File: src/rtl/uart_rx_fc.sv
// uart_rx_fc -- flow-controlled 8N1 UART receiver.
//
// Recovers 8N1 frames from an asynchronous rx line, stores the received bytes
// in a small first-word-fall-through FIFO drained through a valid/ready port,
// and drives an active-low rts so the remote transmitter can be throttled
// before the FIFO overflows.
//
// Parameters:
//   CLK_DIV        clk cycles per serial bit (>= 8)
//   FIFO_ADDR_BITS FIFO depth is 2**FIFO_ADDR_BITS entries
//   RTS_MARGIN     free entries remaining when rts goes high (1 .. depth-1)
//
// Ports:
//   clk        single clock, rising edge
//   resetn     synchronous active-low reset
//   rx         asynchronous serial input, idles high
//   rts        registered active-low ready-to-send (1 = stop sending)
//   rd_data    byte at the FIFO head (valid only while rd_valid)
//   rd_valid   FIFO not empty
//   rd_ready   pops the head when rd_valid & rd_ready
//   level      FIFO occupancy
//   frame_err  sticky: a stop bit was sampled low
//   overrun    sticky: a good byte was dropped because the FIFO was full
//   clr_err    single-cycle pulse clearing both sticky flags

module uart_rx_fc #(
    parameter int CLK_DIV        = 104,
    parameter int FIFO_ADDR_BITS = 4,
    parameter int RTS_MARGIN     = 4
) (
    input  logic                      clk,
    input  logic                      resetn,
    input  logic                      rx,
    output logic                      rts,
    output logic [7:0]                rd_data,
    output logic                      rd_valid,
    input  logic                      rd_ready,
    output logic [FIFO_ADDR_BITS:0]   level,
    output logic                      frame_err,
    output logic                      overrun,
    input  logic                      clr_err
);

    localparam int DEPTH = 1 << FIFO_ADDR_BITS;
    localparam int CW    = $clog2(CLK_DIV);
    localparam int LW    = FIFO_ADDR_BITS + 1;

    localparam logic [CW-1:0] CNT_HALF   = CW'(CLK_DIV / 2);
    localparam logic [CW-1:0] CNT_LAST   = CW'(CLK_DIV - 1);
    localparam logic [LW-1:0] FULL_LEVEL = LW'(DEPTH);
    localparam logic [LW-1:0] RTS_LEVEL  = LW'(DEPTH - RTS_MARGIN);

    typedef enum logic [2:0] {
        IDLE  = 3'd0,
        START = 3'd1,
        DATA  = 3'd2,
        STOP  = 3'd3,
        BREAK = 3'd4
    } state_t;

    state_t state;
    state_t state_next;

    logic          rx_meta;
    logic          rx_s;
    logic [CW-1:0] cnt;
    logic [2:0]    idx;
    logic [7:0]    shreg;

    logic sample_bit;
    logic stop_hit;
    logic push_req;
    logic ferr_set;
    logic cnt_clr;

    logic [7:0]                mem [DEPTH];
    logic [FIFO_ADDR_BITS-1:0] wr_ptr;
    logic [FIFO_ADDR_BITS-1:0] rd_ptr;
    logic [LW-1:0]             level_next;
    logic                      full;
    logic                      pop;
    logic                      push;
    logic                      ovr_set;

    // Two-flop synchronizer; both flops reset to the idle level so a reset
    // never manufactures a start bit.
    always_ff @(posedge clk) begin
        if (!resetn) begin
            rx_meta <= 1'b1;
            rx_s    <= 1'b1;
        end else begin
            rx_meta <= rx;
            rx_s    <= rx_meta;
        end
    end

    // ---- frame FSM: state register ----
    always_ff @(posedge clk) begin
        if (!resetn) begin
            state <= IDLE;
        end else begin
            state <= state_next;
        end
    end

    // ---- frame FSM: next-state logic ----
    always_comb begin
        state_next = state;
        case (state)
            IDLE:  if (!rx_s) state_next = START;
            // A start bit that is high again at mid-bit is treated as a glitch.
            START: if (cnt == CNT_HALF) state_next = rx_s ? IDLE : DATA;
            DATA:  if (cnt == CNT_LAST && idx == 3'd7) state_next = STOP;
            STOP:  if (cnt == CNT_LAST) state_next = rx_s ? IDLE : BREAK;
            BREAK: if (rx_s) state_next = IDLE;
            default: state_next = IDLE;
        endcase
    end

    // ---- frame FSM: outputs ----
    always_comb begin
        sample_bit = (state == DATA) && (cnt == CNT_LAST);
        stop_hit   = (state == STOP) && (cnt == CNT_LAST);
        push_req   = stop_hit && rx_s;
        ferr_set   = stop_hit && !rx_s;
        // The counter restarts on every state change and after every data
        // sample, so each phase measures time from its own entry point.
        cnt_clr    = (state != state_next) || sample_bit ||
                     (state == IDLE) || (state == BREAK);
    end

    // Bit timing counter and bit index.
    always_ff @(posedge clk) begin
        if (!resetn) begin
            cnt <= '0;
            idx <= '0;
        end else begin
            cnt <= cnt_clr ? '0 : cnt + CW'(1);
            if (state == START) begin
                idx <= '0;
            end else if (sample_bit) begin
                idx <= idx + 3'd1;
            end
        end
    end

    // Receive shift register, LSB first.
    always_ff @(posedge clk) begin
        if (sample_bit) begin
            shreg[idx] <= rx_s;
        end
    end

    // ---- FIFO control ----
    always_comb begin
        rd_valid = (level != '0);
        full     = (level == FULL_LEVEL);
        pop      = rd_valid && rd_ready;
        // When full, a simultaneous pop frees the slot being written.
        push     = push_req && (!full || pop);
        ovr_set  = push_req && full && !pop;
        case ({push, pop})
            2'b10:   level_next = level + LW'(1);
            2'b01:   level_next = level - LW'(1);
            default: level_next = level;
        endcase
    end

    assign rd_data = mem[rd_ptr];

    always_ff @(posedge clk) begin
        if (push) begin
            mem[wr_ptr] <= shreg;
        end
    end

    always_ff @(posedge clk) begin
        if (!resetn) begin
            wr_ptr    <= '0;
            rd_ptr    <= '0;
            level     <= '0;
            rts       <= 1'b1;
            frame_err <= 1'b0;
            overrun   <= 1'b0;
        end else begin
            if (push) wr_ptr <= wr_ptr + FIFO_ADDR_BITS'(1);
            if (pop)  rd_ptr <= rd_ptr + FIFO_ADDR_BITS'(1);
            level     <= level_next;
            rts       <= (level_next >= RTS_LEVEL);
            // A new error in the same cycle as clr_err leaves the flag set.
            frame_err <= ferr_set || (frame_err && !clr_err);
            overrun   <= ovr_set  || (overrun   && !clr_err);
        end
    end

endmodule

File: config.mk
export PLATFORM = sky130hd
export DESIGN_NAME = uart_rx_fc
export DESIGN_NICKNAME = d
export VERILOG_FILES = /design/src/rtl/uart_rx_fc.sv
export SDC_FILE = /design/constraint.sdc
export NUM_CORES = 1
export LEC_CHECK = 0
export ABC_AREA = 1
export CORE_MARGIN = 2
export CORE_UTILIZATION = 40
export CTS_BUF_LIST = sky130_fd_sc_hd__clkbuf_2
export CTS_CLUSTER_SIZE = 16
export DETAILED_ROUTE_END_ITERATION = 10
export PLACE_DENSITY_LB_ADDON = 0.15
export SLEW_MARGIN = 20
export SYNTH_ARGS = -nofsm -noshare
export SYNTH_HDL_FRONTEND = slang
export SYNTH_SLANG_ARGS = --single-unit
File: constraint.sdc
create_clock -name clk -period 6 [get_ports clk]
set_input_delay 1.5 -clock clk [delete_from_list [all_inputs] [get_ports clk]]
set_output_delay 1.5 -clock clk [all_outputs]
set_load 0.005 [all_outputs]
======== Word level (Yosys, flattened, before mapping) ========
Memory sizes are Yosys's and may differ from the RTL's. A register that Yosys moved wholly into a read port is not among the register bits.
Cells that the tools add are included.
Widths: inputs -> output; s select.
operators by class
  multiplexer cells ....................... 16
  bitwise gates (word level) .............. 1
  $add $sub $neg .......................... 6
  equality and inequality tests ........... 11
  reduce and logical (&&, ||, !) cells .... 26
  magnitude comparators ................... 3
operators by type and width
  kind                 count
  $mux 3               6
  $pmux 3 s5           1
  $logic_and 1x1->1    12
  $pmux 5 s2           1
  $add 4x1->4 const B  2
  $bwmux 8             1
  $mux 4               2
  $add 7x1->7 const B  1
  $eq 7x6->1 const B   1
  $eq 7x7->1 const B   1
  $eq 3x2->1 const B   2
  $eq 3x3->1 const B   2
  $logic_or 1x1->1     6
  $add 5x1->5 const B  1
  $eq 5x5->1 const B   1
  $ge 5x4->1 const B   1
  $reduce_bool 5->1    1
  $sub 5x1->5 const B  1
  $logic_not 1->1      4
  $lt 3x4->1 const B   1
  $reduce_or 2->1      2
  $add 3x1->3 const B  1
  $demux 1 s3          1
  $eq 3x1->1 const B   1
  other kinds (8)      10
word-level totals
  bits in writable memories ............... 128
  register bits after elaboration ......... 39
  memories kept ........................... 1
memories
  name  words  width  rd ports  clocked after Yosys merged registers in  wr ports  line  source
  mem   16     8      1         1                                        1         76    logic [7:0] mem [DEPTH];

======== Logic depth before layout (Yosys ltp) ========
Gate-level depths: netlist (run 1).
  depth in word-level cells ............... 9
  mapped depth ............................ 17
  mapped depth without buffers ............ 17

======== Worst setup path after synthesis (run 1) ========
No wires, ideal clock.
  kind .................................... reg2out
  start ................................... register with a tool-made name
  end ..................................... output rd_data[3]
  arrival time ............................ 1.350 ns
  slack ................................... 3.150 ns
  path buffers ............................ 3
  data required time ...................... 4.500 ns
  stages on the path, launching flop included .. 8
  path through ............................ dfxtp_1 -> buf_2 -> buf_2 -> buf_2 -> mux2i_1 -> o211ai_1 -> nand3_1 -> nand2_1
RTL lines
  item              line  source
  end: declaration  35    output logic [7:0] rd_data,

==> flow_summary.html, run 1 <==
<table>
<tr><th>Metric</th><th>Value</th></tr>
<tr><th colspan="2">Synth</th></tr>
<tr><td>Post-synthesis cell type count</td><td>35</td></tr>
<tr><td>Synth Flop Type</td><td>sky130_fd_sc_hd__edfxtp_1</td></tr>
<tr><td>Combined area of all synthesized cells</td><td>7180 um^2</td></tr>
<tr><td>List of most frequent post-synthesis cells</td><td>136 x sky130_fd_sc_hd__edfxtp_1, 79 x sky130_fd_sc_hd__inv_1, 47 x sky130_fd_sc_hd__o21ai_0, 46 x sky130_fd_sc_hd__a21oi_1, 45 x sky130_fd_sc_hd__nand2_1</td></tr>
<tr><td>Number of flops mapped to enable cells by yosys</td><td>136</td></tr>
<tr><td>Share of the synthesized area in the top cell type</td><td>56.9%</td></tr>
<tr><td>Number of instances in the synthesized netlist</td><td>606</td></tr>
<tr><td>Syn_area_per_cell</td><td>11.9 um^2</td></tr>
<tr><td>Dominant cell type by area after synthesis</td><td>sky130_fd_sc_hd__edfxtp_1</td></tr>
<tr><td>Synth Warn #</td><td>0</td></tr>
<tr><td>Share of flip-flops with an asynchronous set or reset after synthesis</td><td>0%</td></tr>
<tr><td>Fraction of the yosys area taken by sequential cells</td><td>66.6%</td></tr>
<tr><td>Net Count, Synth</td><td>622</td></tr>
<tr><td>FF+latch count, synth</td><td>171</td></tr>
<tr><td>Leading cell type by number of instances after synthesis</td><td>sky130_fd_sc_hd__edfxtp_1</td></tr>
<tr><td>Leading post-synthesis cells by cell area</td><td>sky130_fd_sc_hd__edfxtp_1 57%, sky130_fd_sc_hd__dfxtp_1 9.8%, sky130_fd_sc_hd__mux2i_1 4.5%</td></tr>
<tr><th colspan="2">Timing</th></tr>
<tr><td>Max-slew headroom at the worst pin</td><td>25.4%</td></tr>
<tr><td>Time the worst path needs with I/O delays and setup</td><td>4.67 ns</td></tr>
<tr><td>Max Transition Viols Final</td><td>0</td></tr>
<tr><td>Achievable clock frequency</td><td>214 MHz</td></tr>
<tr><td>Final setup viols</td><td>0</td></tr>
<tr><td>Unrepaired setup endpoints after global routing</td><td>no</td></tr>
<tr><td>Sum Neg Setup Slack</td><td>0 ns</td></tr>
<tr><td>Final worst slack</td><td>1.33 ns</td></tr>
<tr><td>Slew @ Worst Pin</td><td>1.12 ns</td></tr>
<tr><td>Ratio of final minimum period to clock period</td><td>77.8%</td></tr>
<tr><td>Layout Skew</td><td>0.0435 ns</td></tr>
<tr><td>Hold violation count in the final report</td><td>0</td></tr>
<tr><th colspan="2">Clock tree</th></tr>
<tr><td>Number of sinks on the clock net</td><td>171</td></tr>
<tr><td>TritonCTS clock tree</td><td>done</td></tr>
<tr><td>Number of buffers inserted by hold repair at cts</td><td>0</td></tr>
<tr><td>Setup Fix Bufs, Post-CTS</td><td>0</td></tr>
<tr><td>Buffer levels on the longest clock path</td><td>2</td></tr>
<tr><td>Cts bufs inserted</td><td>17</td></tr>
<tr><td>Cell at the root of the clock tree</td><td>sky130_fd_sc_hd__clkbuf_2</td></tr>
<tr><td>Clk Latency, worst-skew pair</td><td>0.71 ns</td></tr>
<tr><td>Maximum level of the CTS H-tree</td><td>4</td></tr>
<tr><td>Clock Pin Slew Worst Setup and Hold Paths</td><td>0.19 ns</td></tr>
<tr><td>Post-cts gate resize count</td><td>0</td></tr>
<tr><th colspan="2">Floorplanning</th></tr>
<tr><td>Die Width</td><td>138 um</td></tr>
<tr><td>Starting density of the core</td><td>41.2%</td></tr>
<tr><td>Standard cell core area</td><td>17,400 um^2</td></tr>
<tr><td>Overall die area</td><td>19,000 um^2</td></tr>
<tr><td>Std cell rows</td><td>48</td></tr>
<tr><td>Number of primary I/O pins</td><td>22</td></tr>
<tr><td>Die height</td><td>138 um</td></tr>
<tr><th colspan="2">Layout</th></tr>
<tr><td>NumNets Final</td><td>641</td></tr>
<tr><td>Fraction of layout instances using a drive strength above 1</td><td>8.93%</td></tr>
<tr><td>Antenna cells</td><td>0</td></tr>
<tr><td>Growth of design area from synthesis to finish</td><td>9.16%</td></tr>
<tr><td>Final core area utilization</td><td>45.0%</td></tr>
<tr><th colspan="2">Global routing</th></tr>
<tr><td>Vias in the first global route</td><td>4,428</td></tr>
<tr><td>Wire length of the first global-routing pass</td><td>24,000 um</td></tr>
<tr><td>Pin count of the biggest net entering global routing</td><td>97</td></tr>
<tr><td>Total congestion overflow after global routing</td><td>0</td></tr>
<tr><td>Number of antenna violations at the first check in global routing</td><td>0</td></tr>
<tr><td>All-Layer GR Usage</td><td>17.3%</td></tr>
<tr><th colspan="2">Detailed routing</th></tr>
<tr><td>Number of DRC violations after detailed-routing iteration 0</td><td>343</td></tr>
<tr><td>Wire length reported by the detailed router</td><td>15,000 um</td></tr>
<tr><td>Wire length per cell after detailed routing</td><td>17.4 um</td></tr>
<tr><td>Count of vias placed by the detailed router</td><td>4,418</td></tr>
<tr><td>Routed via count divided by cell count</td><td>5.12</td></tr>
<tr><td>Number of detailed-route iterations in the first pass</td><td>5</td></tr>
<tr><td>Count of nets left with antenna violations after detail routing</td><td>0</td></tr>
<tr><td>Post-route DRC violation count</td><td>0</td></tr>
<tr><th colspan="2">Place</th></tr>
<tr><td>Buffers added on ports</td><td>21</td></tr>
<tr><td>Routability congestion estimate from global placement</td><td>0.794</td></tr>
<tr><td>Post-Place Worst Slack</td><td>2.05 ns</td></tr>
<tr><td>DPL Wire Length</td><td>9810 um</td></tr>
<tr><th colspan="2">Critical path</th></tr>
<tr><td>Path depth of the worst reg2reg path</td><td>7</td></tr>
<tr><td>Largest driver fanout on the critical path</td><td>23</td></tr>
<tr><td>Arrival @ worst endpoint</td><td>3.17 ns</td></tr>
<tr><td>Startpoint-to-endpoint class of the critical path</td><td>register to primary output</td></tr>
<tr><td>Startpoint kind of the worst setup timing path</td><td>register</td></tr>
<tr><td>WP data required</td><td>4.50 ns</td></tr>
<tr><td>RR Startpoint</td><td>cnt[0]</td></tr>
<tr><td>Worst Setup End Kind</td><td>primary output</td></tr>
<tr><th colspan="2">Worst hold path</th></tr>
<tr><td>Path category of the worst min-delay check</td><td>register to register</td></tr>
<tr><td>Hold path depth</td><td>1</td></tr>
<tr><td>Hold Path Origin</td><td>rx_meta</td></tr>
<tr><th colspan="2">Status</th></tr>
<tr><td>Outcome</td><td>finished clean</td></tr>
<tr><th colspan="2">Power and ir drop</th></tr>
<tr><td>Reported leakage power</td><td>2.68 nW</td></tr>
<tr><td>VDD IR max</td><td>0.203 mV</td></tr>
<tr><td>Areal power density over the cells</td><td>345 nW/um^2</td></tr>
<tr><th colspan="2">Job</th></tr>
<tr><td>Max-cap violation count</td><td>0</td></tr>
</table>
## area by class of cell
type | count | area [um^2]
clock buffer | 22 | 110
clock inverter | 10 | 103
fill | 1637 | 9580
inverter | 81 | 304
multi-input combinational | 331 | 2010
sequential | 171 | 4790
tap | 225 | 282
timing repair buffer | 23 | 245
## placed cells by master, fill, tap and decap left out, drive strengths merged, types with 4 or more instances in the layout
| master | count |
|---|---|
| a21oi | 47 |
| clkbuf | 22 |
| clkdlybuf4s50 | 21 |
| clkinv | 9 |
| dfxtp | 35 |
| edfxtp | 136 |
| ha | 11 |
| inv | 80 |
| mux2i | 32 |
| nand2 | 50 |
| nand3 | 29 |
| nand4 | 7 |
| nor2 | 42 |
| nor3 | 15 |
| o211ai | 32 |
| o21ai | 49 |
| or2 | 4 |
| xnor2 | 4 |
## worst max-delay path, cell delays in order, from the launching register on
cell                              delay, ns
sky130_fd_sc_hd__dfxtp_1               0.93
sky130_fd_sc_hd__clkinv_1              0.57
sky130_fd_sc_hd__o211ai_1              0.25
sky130_fd_sc_hd__nand3_1               0.12
sky130_fd_sc_hd__nand2_1               0.11
sky130_fd_sc_hd__clkdlybuf4s50_1       0.51
## final timing paths
path,end,slack [ns]
worst max-delay path,rd_data[0],1.33
worst min-delay path,rx_s,0.45
worst max register to register,mem[2][4],3.39
worst min register to register,rx_s,0.45
## kinds of logic after synthesis
kind of cell | after synthesis | synth area share, %
DFF | 171 | 66.6
and+or+nand+nor | 147 | 9.86
AOI/OAI and AO/OA | 134 | 10.8
buffers and inverters | 104 | 5.52
muxes | 32 | 4.46
adders and majority gates | 11 | 1.92
xor gates and xnor gates | 7 | 0.854
## per-layer routing
metal | routed length, um | track usage [%]
met5 | 0 | 0
met4 | 145 | 5.39
met3 | 451 | 4.17
met2 | 7360 | 28.5
met1 | 7080 | 22.5
## flip-flops by register name, summed over array words and instances (netlist names), named ones only
| name | count |
|---|---|
| mem | 128 |
| shreg | 8 |
| cnt | 7 |
| level | 5 |
| rd_ptr | 4 |
| wr_ptr | 4 |
| idx | 3 |
| state | 3 |
| frame_err | 1 |
| overrun | 1 |
| rts | 1 |
| rx_meta | 1 |
| rx_s | 1 |
## report_power, final
part           internal [mW]  switching (mW)  total, mW
clock network          0.194           0.364      0.559
registers               1.30          0.0749       1.37
logic                  0.348           0.426      0.774
## metrics by stage
step / hold WS (ns) / instance area [um^2] / total power, mW / cells
final: 0.450 / 7840 / 2.71 / 863
after global routing: 0.453 / 7840 / 2.88 / 863
after CTS: 0.456 / 7810 / 2.72 / 862
after detailed placement: 0.410 / 7600 / 2.16 / 830
after global placement: 0.397 / 7590 / 2.15 / 830
after floorplan: 0.393 / 7180 / 1.91 / 606
(Power assumes the default switching activity.)
==> run 2: changes to the inputs <==
==> constraint.sdc (replaced) <==
create_clock -name clk -period 3.79 [get_ports clk]
set_input_delay 0.9475 -clock clk [delete_from_list [all_inputs] [get_ports clk]]
set_output_delay 0.9475 -clock clk [all_outputs]
set_load 0.005 [all_outputs]
==> flow_summary.html, run 2 (synthesis results as in run 1) <==
<table>
<tr><th>Metric</th><th>Value</th></tr>
<tr><th colspan="2">Status</th></tr>
<tr><td>Outcome</td><td>finished clean</td></tr>
<tr><th colspan="2">Critical path</th></tr>
<tr><td>RR Startpoint</td><td>cnt[0]</td></tr>
<tr><td>Startpoint kind of the worst setup timing path</td><td>register</td></tr>
<tr><td>Cell Chain, Critical Path</td><td>clkinv_1, o211ai_1, nand3_1, nand2_1, clkdlybuf4s50_1</td></tr>
<tr><td>CP max stage cell</td><td>sky130_fd_sc_hd__clkdlybuf4s50_1</td></tr>
<tr><td>Largest stage delay on the critical path</td><td>0.51 ns (-0.42 ns)</td></tr>
<tr><td>Flop2flop setup slack</td><td>1.36 ns (-2.03 ns)</td></tr>
<tr><td>Largest driver fanout on the critical path</td><td>10 (-57%)</td></tr>
<tr><td>Path depth of the worst reg2reg path</td><td>7 (unchanged)</td></tr>
<tr><td>Worst Setup End Kind</td><td>primary output</td></tr>
<tr><td>Arrival @ worst endpoint</td><td>2.54 ns (-0.63 ns)</td></tr>
<tr><td>Startpoint-to-endpoint class of the critical path</td><td>register to primary output</td></tr>
<tr><td>WP data required</td><td>2.84 ns (-1.66 ns)</td></tr>
<tr><th colspan="2">Global routing</th></tr>
<tr><td>Total congestion overflow after global routing</td><td>0 (unchanged)</td></tr>
<tr><td>Vias in the first global route</td><td>4,466 (+0.86%)</td></tr>
<tr><td>Pin count of the biggest net entering global routing</td><td>30 (-69%)</td></tr>
<tr><td>All-Layer GR Usage</td><td>16.3% (-0.92 points)</td></tr>
<tr><td>Wire length of the first global-routing pass</td><td>23,100 um (-3.9%)</td></tr>
<tr><td>Number of antenna violations at the first check in global routing</td><td>1 (+1)</td></tr>
<tr><th colspan="2">Layout</th></tr>
<tr><td>Fillers</td><td>1,619 (-1.1%)</td></tr>
<tr><td>Fraction of layout instances using a drive strength above 1</td><td>11.4% (+2.5 points)</td></tr>
<tr><td>Leading cell types in the layout, fill and taps excluded</td><td>136 x sky130_fd_sc_hd__edfxtp_1, 78 x sky130_fd_sc_hd__inv_1, 47 x sky130_fd_sc_hd__o21ai_0, 46 x sky130_fd_sc_hd__a21oi_1, 45 x sky130_fd_sc_hd__nand2_1</td></tr>
<tr><td>Growth of design area from synthesis to finish</td><td>12.1%</td></tr>
<tr><td>Largest reg by FF count</td><td>mem</td></tr>
<tr><td>Flip-flop count of the largest register, all copies and words added</td><td>128 (unchanged)</td></tr>
<tr><td>Most frequent standard cell in the layout excluding fill and tap cells</td><td>sky130_fd_sc_hd__edfxtp_1</td></tr>
<tr><td>Cell area after layout</td><td>8050 um^2 (+2.7%)</td></tr>
<tr><td>Seq. cell area</td><td>4790 um^2 (about the same)</td></tr>
<tr><td>NumNets Final</td><td>662 (+3.3%)</td></tr>
<tr><td>Biggest registers after layout</td><td>mem: 128 flops, shreg: 8 flops, cnt: 7 flops</td></tr>
<tr><td>Area used by multi-input combinational logic</td><td>2000 um^2 (-0.37%)</td></tr>
<tr><th colspan="2">Floorplanning</th></tr>
<tr><td>Number of primary I/O pins</td><td>22 (unchanged)</td></tr>
<tr><td>Overall die area</td><td>19,000 um^2 (unchanged)</td></tr>
<tr><td>Starting density of the core</td><td>41.2% (unchanged)</td></tr>
<tr><td>Standard cell core area</td><td>17,400 um^2 (unchanged)</td></tr>
<tr><td>Die Width</td><td>138 um (unchanged)</td></tr>
<tr><td>Std cell rows</td><td>48 (unchanged)</td></tr>
<tr><td>Die height</td><td>138 um (unchanged)</td></tr>
<tr><th colspan="2">Place</th></tr>
<tr><td>Buffers added on ports</td><td>21 (unchanged)</td></tr>
<tr><td>DPL Wire Length</td><td>9550 um (-2.7%)</td></tr>
<tr><td>Routability congestion estimate from global placement</td><td>0.833 (+5.0%)</td></tr>
<tr><td>Cell Area, Placed</td><td>7710 um^2 (+1.5%)</td></tr>
<tr><th colspan="2">Power and ir drop</th></tr>
<tr><td>VDD IR max</td><td>0.383 mV (+89%)</td></tr>
<tr><td>Reported leakage power</td><td>2.79 nW (+4.0%)</td></tr>
<tr><td>Final total power</td><td>4.47 mW (+65%)</td></tr>
<tr><td>Areal power density over the cells</td><td>556 nW/um^2 (+61%)</td></tr>
<tr><th colspan="2">Detailed routing</th></tr>
<tr><td>Routed via count divided by cell count</td><td>5.01 (-2.2%)</td></tr>
<tr><td>Number of DRC violations after detailed-routing iteration 0</td><td>469 (+37%)</td></tr>
<tr><td>Post-route DRC violation count</td><td>0 (unchanged)</td></tr>
<tr><td>Count of vias placed by the detailed router</td><td>4,426 (+0.18%)</td></tr>
<tr><td>Count of nets left with antenna violations after detail routing</td><td>0 (unchanged)</td></tr>
<tr><td>Wire length per cell after detailed routing</td><td>16.2 um (-6.9%)</td></tr>
<tr><td>Wire length reported by the detailed router</td><td>14,300 um (-4.6%)</td></tr>
<tr><td>Number of detailed-route iterations in the first pass</td><td>4 (-1)</td></tr>
<tr><th colspan="2">Timing</th></tr>
<tr><td>Max Transition Viols Final</td><td>0 (unchanged)</td></tr>
<tr><td>Max-slew headroom at the worst pin</td><td>43.2% (+18 points)</td></tr>
<tr><td>Slew @ Worst Pin</td><td>0.849 ns (-0.266 ns)</td></tr>
<tr><td>Hold violation count in the final report</td><td>0 (unchanged)</td></tr>
<tr><td>Ratio of final minimum period to clock period</td><td>92.1%</td></tr>
<tr><td>Layout Skew</td><td>0.0433 ns (-0.000231 ns)</td></tr>
<tr><td>Time the worst path needs with I/O delays and setup</td><td>3.49 ns</td></tr>
<tr><td>Final setup viols</td><td>0 (unchanged)</td></tr>
<tr><td>Achievable clock frequency</td><td>287 MHz</td></tr>
<tr><th colspan="2">Worst hold path</th></tr>
<tr><td>Path category of the worst min-delay check</td><td>register to register</td></tr>
<tr><td>Hold path depth</td><td>1 (unchanged)</td></tr>
<tr><td>Hold Path Origin</td><td>rx_meta</td></tr>
<tr><th colspan="2">Clock tree</th></tr>
<tr><td>Cell at the root of the clock tree</td><td>sky130_fd_sc_hd__clkbuf_2</td></tr>
<tr><td>Clock Pin Slew Worst Setup and Hold Paths</td><td>0.21 ns (+0.02 ns)</td></tr>
<tr><td>Number of buffers inserted by hold repair at cts</td><td>0 (unchanged)</td></tr>
<tr><td>Number of sinks on the clock net</td><td>171 (unchanged)</td></tr>
<tr><td>Clk Latency, worst-skew pair</td><td>0.74 ns (+0.03 ns)</td></tr>
<tr><td>TritonCTS clock tree</td><td>done</td></tr>
<tr><td>Buffer levels on the longest clock path</td><td>2 (unchanged)</td></tr>
<tr><td>Cts bufs inserted</td><td>17 (unchanged)</td></tr>
<tr><td>Maximum level of the CTS H-tree</td><td>4 (unchanged)</td></tr>
<tr><th colspan="2">Job</th></tr>
<tr><td>Max-cap violation count</td><td>0 (unchanged)</td></tr>
</table>
run 2: power by group:
part           switching (mW)  total [mW]  leakage [nW]  internal, mW
sequential             0.0873        2.14          1.51          2.06
clock                   0.603       0.969         0.142         0.366
combinational           0.735        1.36          1.14         0.627
run 2: metal layers:
layer	wire length, um	GRT usage, %	part of all wire (%)	vias to the layer above
met3	585	4.28	4.1	11
met1	6500	20.3	45	2100
met2	7160	28.2	50	90
li1	-	-	-	2225
met5	0	0	0	-
met4	96	4.31	0.67	0
run 2: timing repair:
item | CTS | global route
resized for setup | 1 | 2
hold endpoints to repair | 0 | 0
setup buffers | 4 | 4
setup endpoints to repair | 8 | 8
pin swaps | 0 | 0
run 2: final cells by class:
class | instances | share of cell area [%]
sequential | 171 | 59.5
multi-input combinational | 331 | 24.8
timing repair buffer | 44 | 5.30
inverter | 81 | 3.82
tap | 225 | 3.50
clock inverter | 12 | 1.83
clock buffer | 19 | 1.18
antenna | 1 | 0.0311
run 2: final timing paths:
kind / endpoint
worst max register to register: mem[1][6]
worst min register to register: rx_s
worst min-delay path: rx_s
worst max-delay path: rd_data[0]
run 2: critical path, delay by kind of cell, from the launching register on:
family,cells,cell delay (ns)
AOI/OAI and AO/OA,1,0.28
buffers and inverters,2,0.87
DFF,1,0.40
and+or+nand+nor,2,0.27
run 2: stage by stage:
stage	hold WS (ns)	instances	worst slack (ns)	setup TNS, ns	util, %
after global routing	0.476	884	-0.00107	-0.00107	46.2
final	0.443	884	0.300	0	46.2
after floorplan	0.393	606	1.49	0	-
after global placement	0.401	844	0.766	0	44.3
after detailed placement	0.404	844	0.748	0	44.3
after CTS	0.449	879	0.0151	0	46.0
==> run 3: changes to the inputs <==
--- a/config.mk
+++ b/config.mk
@@ -6,11 +6,11 @@
 export NUM_CORES = 1
 export LEC_CHECK = 0
 export ABC_AREA = 1
-export CORE_MARGIN = 2
+export CORE_MARGIN = 3
 export CORE_UTILIZATION = 40
 export CTS_BUF_LIST = sky130_fd_sc_hd__clkbuf_2
-export CTS_CLUSTER_SIZE = 16
 export DETAILED_ROUTE_END_ITERATION = 10
+export DONT_BUFFER_PORTS = 1
 export PLACE_DENSITY_LB_ADDON = 0.15
 export SLEW_MARGIN = 20
 export SYNTH_ARGS = -nofsm -noshare
==> flow_summary.html, run 3 (synthesis results as in run 1) <==
<table>
<tr><th>Metric</th><th>Value</th></tr>
<tr><th colspan="2">Status</th></tr>
<tr><td>Outcome</td><td>finished clean</td></tr>
<tr><th colspan="2">Layout</th></tr>
<tr><td>Fraction of layout instances using a drive strength above 1</td><td>9.02% (-2.4 points)</td></tr>
<tr><td>Final core area utilization</td><td>44.0% (-2.2 points)</td></tr>
<tr><td>Most frequent standard cell in the layout excluding fill and tap cells</td><td>sky130_fd_sc_hd__edfxtp_1</td></tr>
<tr><td>Flip-flop count of the largest register, all copies and words added</td><td>128 (unchanged)</td></tr>
<tr><td>Biggest registers after layout</td><td>mem: 128 flops, shreg: 8 flops, cnt: 7 flops</td></tr>
<tr><td>Non-filler instance count after layout</td><td>846 (-4.3%)</td></tr>
<tr><td>Antenna cells</td><td>0 (-1)</td></tr>
<tr><td>Growth of design area from synthesis to finish</td><td>6.69%</td></tr>
<tr><td>Fillers</td><td>1,648 (+1.8%)</td></tr>
<tr><td>Largest reg by FF count</td><td>mem</td></tr>
<tr><td>Cell area after layout</td><td>7660 um^2 (-4.8%)</td></tr>
<tr><td>Area used by multi-input combinational logic</td><td>2000 um^2 (unchanged)</td></tr>
<tr><td>Leading cell types in the layout, fill and taps excluded</td><td>136 x sky130_fd_sc_hd__edfxtp_1, 79 x sky130_fd_sc_hd__inv_1, 47 x sky130_fd_sc_hd__o21ai_0, 46 x sky130_fd_sc_hd__a21oi_1, 45 x sky130_fd_sc_hd__nand2_1</td></tr>
<tr><td>NumNets Final</td><td>624 (-5.7%)</td></tr>
<tr><td>Seq. cell area</td><td>4790 um^2 (about the same)</td></tr>
<tr><th colspan="2">Job</th></tr>
<tr><td>Max-cap violation count</td><td>0 (unchanged)</td></tr>
<tr><th colspan="2">Place</th></tr>
<tr><td>DPL Wire Length</td><td>9570 um (+0.26%)</td></tr>
<tr><td>Number of cells after detailed placement</td><td>814 (-3.6%)</td></tr>
<tr><td>Routability congestion estimate from global placement</td><td>0.779 (-6.5%)</td></tr>
<tr><td>Cell Area, Placed</td><td>7420 um^2 (-3.8%)</td></tr>
<tr><td>Post-Place Worst Slack</td><td>1.08 ns (+0.332 ns)</td></tr>
<tr><td>Buffers added on ports</td><td>0 (-100%)</td></tr>
<tr><th colspan="2">Critical path</th></tr>
<tr><td>Worst Setup End Kind</td><td>primary output</td></tr>
<tr><td>Arrival @ worst endpoint</td><td>2.51 ns (-0.03 ns)</td></tr>
<tr><td>WP data required</td><td>2.84 ns (about the same)</td></tr>
<tr><td>Largest driver fanout on the critical path</td><td>46 (+36)</td></tr>
<tr><td>Startpoint kind of the worst setup timing path</td><td>register</td></tr>
<tr><td>Startpoint-to-endpoint class of the critical path</td><td>register to primary output</td></tr>
<tr><th colspan="2">Global routing</th></tr>
<tr><td>Wire length of the first global-routing pass</td><td>22,700 um (-1.4%)</td></tr>
<tr><td>Vias in the first global route</td><td>4,372 (-2.1%)</td></tr>
<tr><td>Number of antenna violations at the first check in global routing</td><td>0 (-1)</td></tr>
<tr><td>Met1 capacity usage during global routing</td><td>19.2% (-1.2 points)</td></tr>
<tr><td>Total congestion overflow after global routing</td><td>0 (unchanged)</td></tr>
<tr><td>Busiest layer in global routing</td><td>met2</td></tr>
<tr><td>GR Util met3</td><td>4.17% (-0.11 points)</td></tr>
<tr><td>Met2 demand-to-capacity share in global routing</td><td>25.2% (-3.0 points)</td></tr>
<tr><td>All-Layer GR Usage</td><td>15.0% (-1.3 points)</td></tr>
<tr><td>Pin count of the biggest net entering global routing</td><td>47 (+57%)</td></tr>
<tr><th colspan="2">Power and ir drop</th></tr>
<tr><td>Final total power</td><td>4.17 mW (-6.8%)</td></tr>
<tr><td>VDD IR max</td><td>0.326 mV (-15%)</td></tr>
<tr><td>Areal power density over the cells</td><td>544 nW/um^2 (-2.1%)</td></tr>
<tr><td>Reported leakage power</td><td>2.61 nW (-6.4%)</td></tr>
<tr><th colspan="2">Timing</th></tr>
<tr><td>Slew @ Worst Pin</td><td>1.03 ns (+0.182 ns)</td></tr>
<tr><td>Final setup viols</td><td>0 (unchanged)</td></tr>
<tr><td>Sum Neg Setup Slack</td><td>0 ns (unchanged)</td></tr>
<tr><td>Time the worst path needs with I/O delays and setup</td><td>3.46 ns (-0.0344 ns)</td></tr>
<tr><td>Final worst slack</td><td>0.335 ns (+0.0344 ns)</td></tr>
<tr><td>Unrepaired setup endpoints after global routing</td><td>no</td></tr>
<tr><td>Hold WS</td><td>0.332 ns (-0.110 ns)</td></tr>
<tr><td>Hold violation count in the final report</td><td>0 (unchanged)</td></tr>
<tr><td>Achievable clock frequency</td><td>289 MHz (+1.0%)</td></tr>
<tr><td>Max-slew headroom at the worst pin</td><td>31.2% (-12 points)</td></tr>
<tr><td>Max Transition Viols Final</td><td>0 (unchanged)</td></tr>
<tr><td>Layout Skew</td><td>0.0184 ns (-0.0249 ns)</td></tr>
<tr><td>Ratio of final minimum period to clock period</td><td>91.2% (-0.91 points)</td></tr>
<tr><th colspan="2">Clock tree</th></tr>
<tr><td>Cts bufs inserted</td><td>17 (unchanged)</td></tr>
<tr><td>Number of buffers inserted by hold repair at cts</td><td>0 (unchanged)</td></tr>
<tr><td>Buffer levels on the longest clock path</td><td>2 (unchanged)</td></tr>
<tr><td>TritonCTS clock tree</td><td>done</td></tr>
<tr><td>Number of sinks on the clock net</td><td>171 (unchanged)</td></tr>
<tr><td>Clock Pin Slew Worst Setup and Hold Paths</td><td>0.23 ns (+0.02 ns)</td></tr>
<tr><td>Clk Latency, worst-skew pair</td><td>0.70 ns (-0.04 ns)</td></tr>
<tr><td>Cell at the root of the clock tree</td><td>sky130_fd_sc_hd__clkbuf_2</td></tr>
<tr><td>Maximum level of the CTS H-tree</td><td>4 (unchanged)</td></tr>
<tr><td>Post-cts gate resize count</td><td>0 (-1)</td></tr>
<tr><td>Setup Fix Bufs, Post-CTS</td><td>0 (-4)</td></tr>
<tr><th colspan="2">Detailed routing</th></tr>
<tr><td>Wire length reported by the detailed router</td><td>14,400 um (+0.13%)</td></tr>
<tr><td>Count of nets left with antenna violations after detail routing</td><td>0 (unchanged)</td></tr>
<tr><td>Wire length per cell after detailed routing</td><td>17.0 um (+4.6%)</td></tr>
<tr><td>Number of detailed-route iterations in the first pass</td><td>5 (+1)</td></tr>
<tr><td>Routed via count divided by cell count</td><td>5.14 (+2.7%)</td></tr>
<tr><td>Post-route DRC violation count</td><td>0 (unchanged)</td></tr>
<tr><td>Number of DRC violations after detailed-routing iteration 0</td><td>241 (-49%)</td></tr>
<tr><td>Count of vias placed by the detailed router</td><td>4,349 (-1.7%)</td></tr>
<tr><th colspan="2">Floorplanning</th></tr>
<tr><td>Standard cell core area</td><td>17,400 um^2 (unchanged)</td></tr>
<tr><td>Std cell rows</td><td>48 (unchanged)</td></tr>
<tr><td>Overall die area</td><td>19,600 um^2 (+2.9%)</td></tr>
<tr><td>Die Width</td><td>140 um (+1.4%)</td></tr>
<tr><td>Starting density of the core</td><td>41.2% (unchanged)</td></tr>
<tr><td>Number of primary I/O pins</td><td>22 (unchanged)</td></tr>
<tr><td>Die height</td><td>140 um (+1.4%)</td></tr>
<tr><th colspan="2">Worst hold path</th></tr>
<tr><td>Path category of the worst min-delay check</td><td>input pin to register</td></tr>
</table>
-- run 3: path summary, 6_finish.rpt --
kind              slack [ns]  startpoint          to  cells past startpoint
setup reg to reg        1.32      cnt[0]   mem[5][0]                      7
hold reg to reg         0.45     rx_meta        rx_s                      1
hold / removal          0.33      resetn         rts                      1
setup / recovery        0.33    register  rd_data[5]                      5
-- run 3: worst max-delay path: stages (launching register included) --
cell and delay, ns:
sky130_fd_sc_hd__dfxtp_4 0.74, sky130_fd_sc_hd__buf_4 0.41, sky130_fd_sc_hd__mux2i_1 0.26, sky130_fd_sc_hd__o211ai_1 0.13
sky130_fd_sc_hd__o211ai_1 0.14, sky130_fd_sc_hd__nand2_1 0.11
-- run 3: final cells by class --
| cell class | instances | share of cell area, % |
|---|---|---|
| flip-flops and latches | 171 | 62.5 |
| clock buffers | 18 | 1.18 |
| multi-input cells | 331 | 26.1 |
| well taps | 225 | 3.67 |
| inverters | 81 | 3.97 |
| clock inverters | 14 | 1.99 |
| repair buffers | 6 | 0.588 |
-- run 3: where the power goes --
part,total (mW),internal (mW),switching [mW],leakage (nW)
clock,0.963,0.360,0.603,0.142
combinational,1.03,0.381,0.650,0.961
sequential,2.18,2.05,0.122,1.51
total,4.17,2.79,1.37,2.61
-- run 3: layer usage --
metal | part of all wire, % | vias to the layer above
met2 | 50 | 60
met4 | 1.3 | 0
li1 | - | 2151
met1 | 45 | 2126
met3 | 3.1 | 12
met5 | 0 | -
